`src/rtl/core_pkg.sv`:
```
// rtl/core_pkg.sv - shared state, opcode and datapath select encodings for the multi-cycle RV32I core
package core_pkg;

    typedef enum logic [3:0] {
        S_FETCH  = 4'd0,
        S_DECODE = 4'd1,
        S_MEMADR = 4'd2,
        S_LOAD   = 4'd3,
        S_LOADWB = 4'd4,
        S_STORE  = 4'd5,
        S_EXEC_R = 4'd6,
        S_EXEC_I = 4'd7,
        S_ALUWB  = 4'd8,
        S_BRANCH = 4'd9,
        S_JAL    = 4'd10,
        S_JALR   = 4'd11,
        S_LUI    = 4'd12,
        S_AUIPC  = 4'd13,
        S_HALT   = 4'd14,
        S_BAD    = 4'd15
    } state_t;

    localparam logic [6:0] OP_LOAD   = 7'b0000011;
    localparam logic [6:0] OP_STORE  = 7'b0100011;
    localparam logic [6:0] OP_R      = 7'b0110011;
    localparam logic [6:0] OP_I      = 7'b0010011;
    localparam logic [6:0] OP_BRANCH = 7'b1100011;
    localparam logic [6:0] OP_JAL    = 7'b1101111;
    localparam logic [6:0] OP_JALR   = 7'b1100111;
    localparam logic [6:0] OP_LUI    = 7'b0110111;
    localparam logic [6:0] OP_AUIPC  = 7'b0010111;
    localparam logic [6:0] OP_SYSTEM = 7'b1110011;

    localparam logic [1:0] SRC_A_PC    = 2'd0;
    localparam logic [1:0] SRC_A_RS1   = 2'd1;
    localparam logic [1:0] SRC_A_OLDPC = 2'd2;
    localparam logic [1:0] SRC_A_ZERO  = 2'd3;

    localparam logic [1:0] SRC_B_RS2   = 2'd0;
    localparam logic [1:0] SRC_B_FOUR  = 2'd1;
    localparam logic [1:0] SRC_B_IMM   = 2'd2;

    localparam logic [1:0] ALU_ADD     = 2'd0;
    localparam logic [1:0] ALU_BRANCH  = 2'd1;
    localparam logic [1:0] ALU_FUNCT   = 2'd2;

    localparam logic [1:0] WB_ALUOUT   = 2'd0;
    localparam logic [1:0] WB_MDR      = 2'd1;
    localparam logic [1:0] WB_PC       = 2'd2;

    localparam logic       PC_SRC_ALU    = 1'b0;
    localparam logic       PC_SRC_ALUOUT = 1'b1;

endpackage

```
`src/rtl/multicycle_control.sv`:
```
// rtl/multicycle_control.sv - main fetch/decode/execute/memory/writeback sequencer for the RV32I core
module multicycle_control
    import core_pkg::*;
(
    input  logic       clk_i,
    input  logic       rst_i,
    input  logic [6:0] opcode_i,
    input  logic       branch_taken_i,
    input  logic       mem_ack_i,
    output logic       mem_req_o,
    output logic       mem_we_o,
    output logic       iord_o,
    output logic       ir_write_o,
    output logic       pc_write_o,
    output logic       pc_src_o,
    output logic       reg_write_o,
    output logic [1:0] wb_sel_o,
    output logic [1:0] alu_src_a_o,
    output logic [1:0] alu_src_b_o,
    output logic [1:0] alu_op_o,
    output logic       halt_o,
    output logic [3:0] state_o
);

    state_t state;
    state_t next_state;

    always_ff @(posedge clk_i) begin
        if (rst_i) begin
            state <= S_FETCH;
        end else begin
            state <= next_state;
        end
    end

    assign state_o = rst_i ? 4'd0 : state;

    always_comb begin
        next_state  = state;
        mem_req_o   = 1'b0;
        mem_we_o    = 1'b0;
        iord_o      = 1'b0;
        ir_write_o  = 1'b0;
        pc_write_o  = 1'b0;
        pc_src_o    = PC_SRC_ALU;
        reg_write_o = 1'b0;
        wb_sel_o    = WB_ALUOUT;
        alu_src_a_o = SRC_A_PC;
        alu_src_b_o = SRC_B_RS2;
        alu_op_o    = ALU_ADD;
        halt_o      = 1'b0;

        case (state)
            S_FETCH: begin
                mem_req_o = 1'b1;
                if (mem_ack_i) begin
                    ir_write_o  = 1'b1;
                    pc_write_o  = 1'b1;
                    alu_src_a_o = SRC_A_PC;
                    alu_src_b_o = SRC_B_FOUR;
                    next_state  = S_DECODE;
                end
            end
            S_DECODE: begin
                // ALUOut captures OldPC + imm here for branch/JAL targets
                alu_src_a_o = SRC_A_OLDPC;
                alu_src_b_o = SRC_B_IMM;
                case (opcode_i)
                    OP_LOAD, OP_STORE: next_state = S_MEMADR;
                    OP_R:              next_state = S_EXEC_R;
                    OP_I:              next_state = S_EXEC_I;
                    OP_BRANCH:         next_state = S_BRANCH;
                    OP_JAL:            next_state = S_JAL;
                    OP_JALR:           next_state = S_JALR;
                    OP_LUI:            next_state = S_LUI;
                    OP_AUIPC:          next_state = S_AUIPC;
                    default:           next_state = S_HALT;
                endcase
            end
            S_MEMADR: begin
                alu_src_a_o = SRC_A_RS1;
                alu_src_b_o = SRC_B_IMM;
                next_state  = (opcode_i == OP_LOAD) ? S_LOAD : S_STORE;
            end
            S_LOAD: begin
                mem_req_o = 1'b1;
                iord_o    = 1'b1;
                if (mem_ack_i) next_state = S_LOADWB;
            end
            S_LOADWB: begin
                reg_write_o = 1'b1;
                wb_sel_o    = WB_MDR;
                next_state  = S_FETCH;
            end
            S_STORE: begin
                mem_req_o = 1'b1;
                mem_we_o  = 1'b1;
                iord_o    = 1'b1;
                if (mem_ack_i) next_state = S_FETCH;
            end
            S_EXEC_R: begin
                alu_src_a_o = SRC_A_RS1;
                alu_src_b_o = SRC_B_RS2;
                alu_op_o    = ALU_FUNCT;
                next_state  = S_ALUWB;
            end
            S_EXEC_I: begin
                alu_src_a_o = SRC_A_RS1;
                alu_src_b_o = SRC_B_IMM;
                alu_op_o    = ALU_FUNCT;
                next_state  = S_ALUWB;
            end
            S_ALUWB: begin
                reg_write_o = 1'b1;
                wb_sel_o    = WB_ALUOUT;
                next_state  = S_FETCH;
            end
            S_BRANCH: begin
                alu_src_a_o = SRC_A_RS1;
                alu_src_b_o = SRC_B_RS2;
                alu_op_o    = ALU_BRANCH;
                pc_src_o    = PC_SRC_ALUOUT;
                pc_write_o  = branch_taken_i;
                next_state  = S_FETCH;
            end
            S_JAL: begin
                pc_write_o  = 1'b1;
                pc_src_o    = PC_SRC_ALUOUT;
                reg_write_o = 1'b1;
                wb_sel_o    = WB_PC;
                next_state  = S_FETCH;
            end
            S_JALR: begin
                alu_src_a_o = SRC_A_RS1;
                alu_src_b_o = SRC_B_IMM;
                pc_write_o  = 1'b1;
                pc_src_o    = PC_SRC_ALU;
                reg_write_o = 1'b1;
                wb_sel_o    = WB_PC;
                next_state  = S_FETCH;
            end
            S_LUI: begin
                alu_src_a_o = SRC_A_ZERO;
                alu_src_b_o = SRC_B_IMM;
                next_state  = S_ALUWB;
            end
            S_AUIPC: begin
                alu_src_a_o = SRC_A_OLDPC;
                alu_src_b_o = SRC_B_IMM;
                next_state  = S_ALUWB;
            end
            S_HALT: begin
                halt_o     = 1'b1;
                next_state = S_HALT;
            end
            default: begin
                next_state = S_FETCH;
            end
        endcase

        // Reset wins over everything, including an ack landing in the same cycle
        if (rst_i) begin
            mem_req_o   = 1'b0;
            mem_we_o    = 1'b0;
            ir_write_o  = 1'b0;
            pc_write_o  = 1'b0;
            reg_write_o = 1'b0;
            halt_o      = 1'b0;
            next_state  = S_FETCH;
        end
    end

endmodule

```
`config.mk`:
```
export PLATFORM = sky130hd
export DESIGN_NAME = multicycle_control
export DESIGN_NICKNAME = d
export VERILOG_FILES = /design/src/rtl/core_pkg.sv /design/src/rtl/multicycle_control.sv
export SDC_FILE = /design/constraint.sdc
export NUM_CORES = 1
export LEC_CHECK = 0
export ABC_CLOCK_PERIOD_IN_PS = 2100
export CORE_MARGIN = 2
export CORE_UTILIZATION = 44
export CTS_CLUSTER_DIAMETER = 50
export CTS_CLUSTER_SIZE = 28
export DETAILED_ROUTE_END_ITERATION = 8
export PLACE_DENSITY_LB_ADDON = 0.3
export SYNTH_ARGS = -nofsm -noshare
export SYNTH_HDL_FRONTEND = slang
export SYNTH_SLANG_ARGS = --single-unit
```
`constraint.sdc`:
```
create_clock -name clk_i -period 2.1 [get_ports clk_i]
set_input_delay 0.42 -clock clk_i [delete_from_list [all_inputs] [get_ports clk_i]]
set_output_delay 0.42 -clock clk_i [all_outputs]
set_load 0.01 [all_outputs]
```
# ---- Word level (Yosys, flattened, before mapping)
# Cells that the tools add are included.
# W data, S select, Z words.
dict set report totals {
  regBits 4
  latch_bits 0
  mem_bits_rw 0
  romBits 0
  output_inout_bits 20
  n_memories 0
}
dict set report op_classes {
  n_addsub 0
  multipliers 0
  n_div 0
  n_lt_le_gt_ge 0
  n_eq_ne 26
  shifts 0
  muxes 27
  bitwise 0
  n_reduce_logical 13
}
# operator n
set ops {}
lappend ops {{$pmux W4 S8} 1}
lappend ops {{$eq A4 B4 Y1 const B} 7}
lappend ops {{$pmux W4 S7} 1}
lappend ops {{$eq A7 B6 Y1 const B} 3}
lappend ops {{$eq A7 B7 Y1 const B} 3}
lappend ops {{$eq A4 B3 Y1 const B} 4}
lappend ops {{$mux W4} 4}
lappend ops {{$mux W1} 15}
lappend ops {{$eq A7 B5 Y1 const B} 2}
lappend ops {{$pmux W2 S2} 3}
lappend ops {{$reduce_or A2 Y1} 6}
lappend ops {{$eq A4 B2 Y1 const B} 2}
lappend ops {{$reduce_or A4 Y1} 2}
lappend ops {{$eq A7 B2 Y1 const B} 1}
lappend ops {{$ne A2 B2 Y1 const B} 3}
lappend ops {{$pmux W2 S3} 1}
lappend ops {{$reduce_or A6 Y1} 1}
lappend ops {{$reduce_or A5 Y1} 1}
lappend ops {{$eq A4 B1 Y1 const B} 1}
lappend ops {{$logic_not A4 Y1} 1}
lappend ops {{$mux W3} 1}
lappend ops {{$pmux W1 S3} 1}
lappend ops {{$reduce_and A3 Y1} 1}
lappend ops {{$reduce_or A3 Y1} 1}

# ---- Longest topological paths before layout
# Gate-level depths: netlist (run 1).
dict set report logic_depth {
  depth_word 4
  ltp_mapped 6
  depth_no_buf 5
}

# ---- Worst setup path before layout (run 1)
# No wires, ideal clock.
dict set report synth_timing {
  kind {flip-flop to output port}
  start {reg state[2]}
  end {out mem_we_o}
  arrival_time_ns 1.268
  t_required_ns 1.680
  setup_slack_ns 0.412
  path_stages_with_launch 5
  path_cell_list {dfxtp_1 > buf_2 > buf_2 > and2b_1 > nor3b_1}
}
dict set report synth_between {
  elab_chain_cells 3
}
# element line_no
set synth_lines {}
lappend synth_lines {{from (decl)} multicycle_control.sv:25} ;# state_t state;
lappend synth_lines {{from (signal assigned)} multicycle_control.sv:32} ;# state <= next_state;
lappend synth_lines {{$eq A4 B3 Y1} multicycle_control.sv:53} ;# case (state)
lappend synth_lines {{$mux W1} multicycle_control.sv:53}
lappend synth_lines {{$mux W1} multicycle_control.sv:162} ;# if (rst_i) begin
lappend synth_lines {{to (decl)} multicycle_control.sv:11} ;# output logic mem_we_o,
# No other way between the ends.

# ---- Worst setup path after layout (run 1)
dict set report layout_timing {
  start {in rst_i}
  end {out state_o[2]}
}
dict set report layout_between {
  elab_chain_cells 1
}
# element line_no
set layout_lines {}
lappend layout_lines {{from (decl)} multicycle_control.sv:6} ;# input logic rst_i,
lappend layout_lines {{$mux W4} multicycle_control.sv:36} ;# assign state_o = rst_i ? 4'd0 : state;
lappend layout_lines {{to (decl)} multicycle_control.sv:22} ;# output logic [3:0] state_o
# No other way between the ends.

==> out/results.ini, run 1 <==
[cells_and_area]
largest_register_ffs = 4
final_core_util_pct = 75.0
top_register = state
final_nets = 149
fin_cells = 152
final_cell_mix = clkdlybuf4s50_1, buf_4, nor2_1, dlygate4sd2_1, nand2_1
final_common_cell = clkdlybuf4s50_1
antenna_cells = 0
drive_above_1_share_pct = 27.9
syn2layout_area_growth_pct = 60.7
largest_registers = state: 4 flops

[min_path]
whs_endpoint = state[1]
holdPathStages = 1
hold_path_startpoint = state[3]
hold_path.class = reg -> reg

[sta]
rsz0062_at_grt = false
max_freq_ghz = 0.482
setup_tns_ns = 0
holdWs_ns = 0.546
slew_headroom_pct = 79.4
finalHoldViolCount = 0
slew_violations = 0
min_period_over_period_pct = 98.7
setup_ws_ns = 0.0267
setup_viol = 0
worst-slew-pin-transition_ns = 0.307
fin_crit_ns = 2.07
clock-skew-final_ns = 0.000605

[setup_path]
path_delay_family = buffers and inverters
r2r_start = state[2]
reg2regPathDepth = 6
worst_ep_arrival_time_ns = 1.65
critPathLaunchType = input port
rrSetupSlack_ns = 0.51
regToRegEndpoint = state[1]
crit_type = in -> out
endpoint_kind = output port
crit_fanout = 3
slowest_delay_ns = 0.55
worst_path_max_delay_cell = clkdlybuf4s50_1
cp_num_buf_inv = 2
required_ns = 1.68
path_cells = clkdlybuf4s50_1 > and2b_1 > clkdlybuf4s50_1
critPathMostFrequentCell = clkdlybuf4s50_1
cp.depth = 3

[clock_network]
clock-sinks = 4
cts_tree = yes
cts_root_buf = clkbuf_4
cts_buffer_depth = 2
clk_pin_slew_ns = 0.03
cts_hold_buf = 0
htreeDepth = 1
clkLatencyLatePin_ns = 0.23
cts_buffers = 3

[synth]
async_flop_share_pct = 0
synth_area_leaders = dfxtp_1, nor2_1, nor2b_1
synthSimpleGateAreaFrac_pct = 45.9
yosys_warnings = 0
ys.flop_type = dfxtp_1
synth_cell_types = 42
synth-seq-area-share_pct = 11.4
synth_edf_count = 0
syn_area_per_cell_um2 = 7.25
synth-compound-area-share_pct = 28.6
yosysTopAreaCell = dfxtp_1
synth_xor_area_share_pct = 2.49
yosysTopAreaCellShare_pct = 11.4
ys_seq_elements = 4
syn_inst = 97
synth.area.mux_share_pct = 1.42
synthesis.area_um2 = 703
synth_nets = 108
synth_top_family_by_area = simple AND/OR/NAND/NOR gates
synthAdderAreaFrac_pct = 0

[grt]
grt_max_degree = 14
gr-usage-all-layers_pct = 21.7
antenna_found_initial = 0
grt_pass1_vias = 801
grt_pass1_wl_um = 3260
gr-total-overflow = 0

[pwr]
clkPwrFrac_pct = 8.7
p_sw_mw = 0.469
seqPwrFrac_pct = 13.8
p_int_mw = 0.572
ir_worst_vdd_mv = 0.664
switching_share_pct = 45.0
combPwrFrac_pct = 77.5
p_per_area_mw_per_mm2 = 921
power.leakage_nw = 0.570

[route]
drt_iter0_markers = 11
post_drt_wl_per_cell_um = 13.3
antenna_left = 0
dr_total_vias = 869
drc = 0
drt-total-wl_um = 2020
drt_pass1_iterations = 4
viasPerCell = 5.72

[floorplan]
rows = 14
die_area_mm2 = 0.00193
die_w_um = 44.0
start_util_pct = 46.7
fp.dieH_um = 44.0
coreArea_mm2 = 0.00151
io_pins = 31

[placement]
place_ws_ns = -0.154
place_inst = 145
globalplace.congestion = 0.882
numPortBuffers = 30
hpwl_um = 1480

[run]
cap_violations = 0

[status]
status = finished, final reports clean

==> cells by family (layout without fill, tap and decap cells) <==
kind of cell    Yosys count  in the layout
simple gates             50             50
compound gates           27             27
buf+inv                  13             52
flops                     4              4
xor+xnor                  2              2
mux                       1              1
==> repair_timing <==
item                                    4_1_cts  5_1_grt
pin swaps                                     1        0
setup buffers                                 4        0
resized for setup                            16        7
endpoints found under the setup margin       16        6
==> layer usage <==
| metal | vias up | track usage [%] | part of all wire (%) |
|---|---|---|---|
| met4 | 0 | 8.48 | 1.1 |
| met1 | 404 | 28.1 | 43 |
| li1 | 434 | - | - |
| met2 | 27 | 37.6 | 51 |
| met5 | - | 0 | 0 |
| met3 | 4 | 0.833 | 4.3 |
==> worst max path at each step <==
stage	start	to
2_1_floorplan	state[2]	mem_we_o
3_3_place_gp	rst_i	mem_we_o
3_5_place_dp	rst_i	mem_we_o
4_1_cts	rst_i	state_o[3]
5_1_grt	rst_i	state_o[2]
6_report	rst_i	state_o[2]
==> power groups by stage <==
stage	combinational, mW	clock, mW	sequential [mW]
after floorplan	0.503	0	0.116
after global placement	0.750	0	0.133
after detailed placement	0.771	0	0.134
after CTS	0.794	0.0984	0.140
after global routing	0.878	0.0971	0.147
final	0.806	0.0908	0.143
==> cells in the mapped netlist, types with 3 or more instances <==
| library cell | instances |
|---|---|
| and3_1 | 3 |
| nand2_1 | 6 |
| nand2b_1 | 3 |
| nor2_1 | 12 |
| nor3_1 | 5 |
| o21ai_0 | 5 |
| a21oi_1 | 5 |
| dfxtp_1 | 4 |
| inv_1 | 3 |
| nor2b_1 | 5 |
| buf_2 | 6 |
==> metrics by stage <==
| stage | total power [mW] | cell area, µm² |
|---|---|---|
| 4_1_cts | 1.03 | 1110 |
| 5_1_grt | 1.12 | 1130 |
| 3_3_place_gp | 0.883 | 1050 |
| 3_5_place_dp | 0.906 | 1050 |
| 6_report | 1.04 | 1130 |
| 2_1_floorplan | 0.619 | 703 |
==> final cells by class <==
type | count | area (µm²)
Multi-Input combinational cell | 80 | 567
Timing Repair Buffer | 45 | 419
Fill cell | 127 | 377
Sequential cell | 4 | 86.3
Clock buffer | 3 | 22.5
Tap cell | 16 | 20.0
Inverter | 4 | 15.0
==> worst reg2reg max path, cell delays in order (launching register included) <==
cell      delay (ns)
dfxtp_1         0.32
buf_6           0.13
buf_4           0.13
buf_4           0.16
nor3_1          0.29
o31ai_1         0.16
a221oi_2        0.31
(Power assumes the default switching activity.)
==> run 2, diff against run 1 <==
--- a/config.mk
+++ b/config.mk
@@ -6,6 +6,7 @@
 export NUM_CORES = 1
 export LEC_CHECK = 0
 export ABC_CLOCK_PERIOD_IN_PS = 2100
+export CAP_MARGIN = 25
 export CORE_MARGIN = 2
 export CORE_UTILIZATION = 44
 export CTS_CLUSTER_DIAMETER = 50
==> results of run 2 <==
No change in the layout: final DEF, timing and power equal those of run 1.
==> run 3, diff against run 2 <==
--- a/config.mk
+++ b/config.mk
@@ -9,10 +9,12 @@
 export CAP_MARGIN = 25
 export CORE_MARGIN = 2
 export CORE_UTILIZATION = 44
+export CTS_BUF_LIST = sky130_fd_sc_hd__clkbuf_16
 export CTS_CLUSTER_DIAMETER = 50
 export CTS_CLUSTER_SIZE = 28
 export DETAILED_ROUTE_END_ITERATION = 8
 export PLACE_DENSITY_LB_ADDON = 0.3
+export RECOVER_POWER = 25
 export SYNTH_ARGS = -nofsm -noshare
 export SYNTH_HDL_FRONTEND = slang
 export SYNTH_SLANG_ARGS = --single-unit
==> run 3 against run 2 <==
Count of clock-buffer cells in the layout did not move. Die area is the same. Worst hold slack worse by 0.00085 ns. Utilization increased by 2.8 points. Design area increased by 3.8%. Critical endpoint unchanged. Highest routed layer unchanged.
==> out/results.ini, run 3 (synthesis results as in run 1) <==
[setup_path]
path_delay_family = buffers and inverters
crit_fanout = 3
critPathMostFrequentCell = clkdlybuf4s50_1
cp_num_buf_inv = 2
reg2regPathDepth = 6
worst_ep_arrival_time_ns = 1.66
crit_type = in -> out
slowest_delay_ns = 0.55
endpoint_kind = output port
r2r_start = state[2]
required_ns = 1.68
path_cells = clkdlybuf4s50_1 > and2b_1 > clkdlybuf4s50_1
regToRegEndpoint = state[1]
worst_path_max_delay_cell = clkdlybuf4s50_1
critPathLaunchType = input port
rrSetupSlack_ns = 0.50

[clock_network]
cts_root_buf = clkbuf_16
cts_buffer_depth = 2
cts_buffers = 3
clock-sinks = 4
clk_pin_slew_ns = 0.03
htreeDepth = 1
cts_tree = yes
clkLatencyLatePin_ns = 0.23

[placement]
hpwl_um = 1480
globalplace.congestion = 0.882
numPortBuffers = 30
place_area_mm2 = 0.00105
place_ws_ns = -0.154

[floorplan]
rows = 14
start_util_pct = 46.7
io_pins = 31
die_area_mm2 = 0.00193
coreArea_mm2 = 0.00151
fp.dieH_um = 44.0
die_w_um = 44.0

[cells_and_area]
final_nets = 149
largest_register_ffs = 4
final_cell_mix = clkdlybuf4s50_1, buf_4, nor2_1, dlygate4sd2_1, nand2_1
top_register = state
final_common_cell = clkdlybuf4s50_1
antenna_cells = 0
finalInstanceArea_mm2 = 0.00117
drive_above_1_share_pct = 27.2
syn2layout_area_growth_pct = 66.7
largest_registers = state: 4 flops

[sta]
clock-skew-final_ns = 0.00173
setup_viol = 0
min_period_over_period_pct = 98.8
setup_ws_ns = 0.0244
finalHoldViolCount = 0
max_freq_ghz = 0.482
slew_violations = 0
worst-slew-pin-transition_ns = 0.310
fin_crit_ns = 2.08
slew_headroom_pct = 79.1

[grt]
gr-usage-all-layers_pct = 23.0
grt_pass1_wl_um = 3330
grt_pass1_vias = 812
grt_max_degree = 14
gr-total-overflow = 0
antenna_found_initial = 0

[min_path]
hold_path_startpoint = state[3]
whs_endpoint = state[1]
hold_path.class = reg -> reg
holdPathStages = 1

[route]
drt_iter0_markers = 9
drt_pass1_iterations = 4
drt-total-wl_um = 2050
viasPerCell = 5.78
dr_total_vias = 878
drc = 0
antenna_left = 0
post_drt_wl_per_cell_um = 13.5

[pwr]
ir_worst_vdd_mv = 0.864
power.leakage_nw = 0.539
p_per_area_mw_per_mm2 = 1060

[status]
status = finished, final reports clean

[run]
cap_violations = 0

-- run 3: changes by cell type in the layout (fill, tap and decap cells not counted), sizes merged --
cell | previous run | this run
clkdlybuf4s50 | 17 | 16
clkdlybuf4s25 | 0 | 4
dlymetal6s2s | 4 | 1
-- run 3: worst max path at each step --
stage / depth (start not counted) / startpoint / slack [ns] / endpoint
2_1_floorplan: 4 / state[2] / 0.41 / mem_we_o
3_3_place_gp: 4 / rst_i / -0.14 / mem_we_o
3_5_place_dp: 4 / rst_i / -0.15 / mem_we_o
4_1_cts: 4 / rst_i / 0.01 / state_o[3]
5_1_grt: 4 / state[2] / -0.002 / alu_op_o[0]
6_report: 3 / rst_i / 0.02 / state_o[2]
-- run 3: timing repair --
item	4_1_cts	5_1_grt
hold buffers	0	0
resized for setup	15	8
endpoints found under the setup margin	16	7
setup buffers	4	0
pin swaps	1	0
-- run 3: cell type report --
type                            count  area [µm²]
Clock buffer                        3        75.1
Tap cell                           16        20.0
Multi-Input combinational cell     80         564
Fill cell                         119         334
Sequential cell                     4        86.3
Inverter                            4        15.0
Timing Repair Buffer               45         412
-- run 3: layer usage --
layer  vias up  track usage [%]  wire length [µm]
met5         -                0                 0
met4         0             13.9                45
met3         4             3.33                85
met2        29             37.4               992
met1       413             28.4               927
li1        432                -                 -
-- run 3: report_power, final --
group          internal (mW)  total, mW  switching (mW)
clock                  0.243      0.299          0.0560
combinational          0.398      0.802           0.404
sequential             0.105      0.143          0.0382
-- run 3: metrics by stage --
step / cells / total power [mW] / hold slack [ns] / setup TNS (ns) / utilization (%)
after CTS: 152 / 1.24 / 0.550 / 0 / 77.1
after global routing: 152 / 1.33 / 0.556 / -0.00208 / 77.8
after global placement: 145 / 0.883 / 0.669 / -0.334 / 69.7
final: 152 / 1.24 / 0.545 / 0 / 77.8
after detailed placement: 145 / 0.906 / 0.689 / -0.475 / 69.7
after floorplan: 97 / 0.619 / 0.601 / 0 / -
==> variant (settings of run 1) <==
Reset style: asynchronous (`rst_i`), changed in one clocked block.
--- a/src/rtl/multicycle_control.sv
+++ b/src/rtl/multicycle_control.sv
@@ -25,7 +25,7 @@
     state_t state;
     state_t next_state;
 
-    always_ff @(posedge clk_i) begin
+    always_ff @(posedge clk_i or posedge rst_i) begin
         if (rst_i) begin
             state <= S_FETCH;
         end else begin
Formal check against the unedited RTL: differs if rst_i is asserted again (counterexample within 4 cycles, from zero or initial values and one cycle with rst_i high); with rst_i held inactive, the same outputs for 10 cycles.
==> variant against run 1 <==
- highest routed layer unchanged
- via count shrank 1.2%
- worst hold slack gained 0.18 ns
- sequential cell count is the same
- setup slack lost 0.0093 ns
- die area shrank 5.5%
- clock skew grew 0.0084 ns
- design area shrank 3.0%
- routed wire length grew 4.0%
- non-clock buffer count shrank 2
- power shrank 0.38%
- register-to-register slack lost 0.17 ns
- sequential power grew 8%
- area after synthesis shrank 6.0%
==> variant: results <==
{
  "postCtsResizedCells": 18,
  "area_growth_pct": 65.91,
  "p_int_uw": 537.4,
  "worst_r2r_path_depth": 5,
  "vias": 859,
  "rr_startpoint": "state[0]",
  "ir_drop_v": 0.0008038,
  "grt_pass1_vias": 819,
  "crit_slowest_cell": "dfrtp_2",
  "hold-worst-slack_ns": 0.7309,
  "placed_cells": 147,
  "cp-endpoint": "pc_write_o",
  "clock_latency_ns": 0.25,
  "use_met2_pct": 46.67,
  "fin_skew_ns": 0.009030,
  "r2r_setup_slack_ns": 0.34,
  "cp-startpoint": "state[3]",
  "buffer_area_share_pct": 35.39,
  "met2WireLength_microns": 1148,
  "ys_seq_area_share_pct": 15.15,
  "grtUsageMet3_pct": 3.830,
  "finish.instance_area_sq_um": 1096,
  "p_leak_uw": 0.0005654,
  "worst_slew_pin_slew_ns": 0.2645,
  "grt_pass1_wl_microns": 3553,
  "gp_congestion": 0.8305,
  "seq_share_pct": 9.361,
  "critPathTopFamily": "simple AND/OR/NAND/NOR gates",
  "status": "finished clean",
  "grt_max_degree": 16,
  "multi_input_area_share_pct": 50.11,
  "fillers": 100,
  "via_per_inst": 5.651
}
## variant: changes by cell type after synthesis, sizes merged, moves of 3 or more
cell / before / now
nand2: 6 / 2
and2b: 3 / 0
clkbuf: 1 / 4
nor2: 12 / 17
nor2b: 5 / 9
dfxtp: 4 / 0
dfrtp: 0 / 4
or2: 0 / 3
buf: 8 / 3
## variant: worst min path at each step
stage / startpoint / depth (start not counted) / to
floorplan: rst_i / 2 / state[0]
global placement: state[2] / 4 / state[3]
detailed placement: state[2] / 4 / state[3]
CTS: rst_i / 4 / state[1]
global route: rst_i / 4 / state[1]
finish: rst_i / 4 / state[1]
## variant: logic make-up (layout without fill, tap and decap cells)
| group | after synthesis | count (layout) | share of synthesized area [%] |
|---|---|---|---|
| buffers and inverters | 11 | 50 | 7.005 |
| flip-flops | 4 | 4 | 15.15 |
| XOR/XNOR | 2 | 2 | 2.652 |
| AND/OR/NAND/NOR | 56 | 56 | 47.16 |
| AO/OA/AOI/OAI | 25 | 25 | 28.03 |
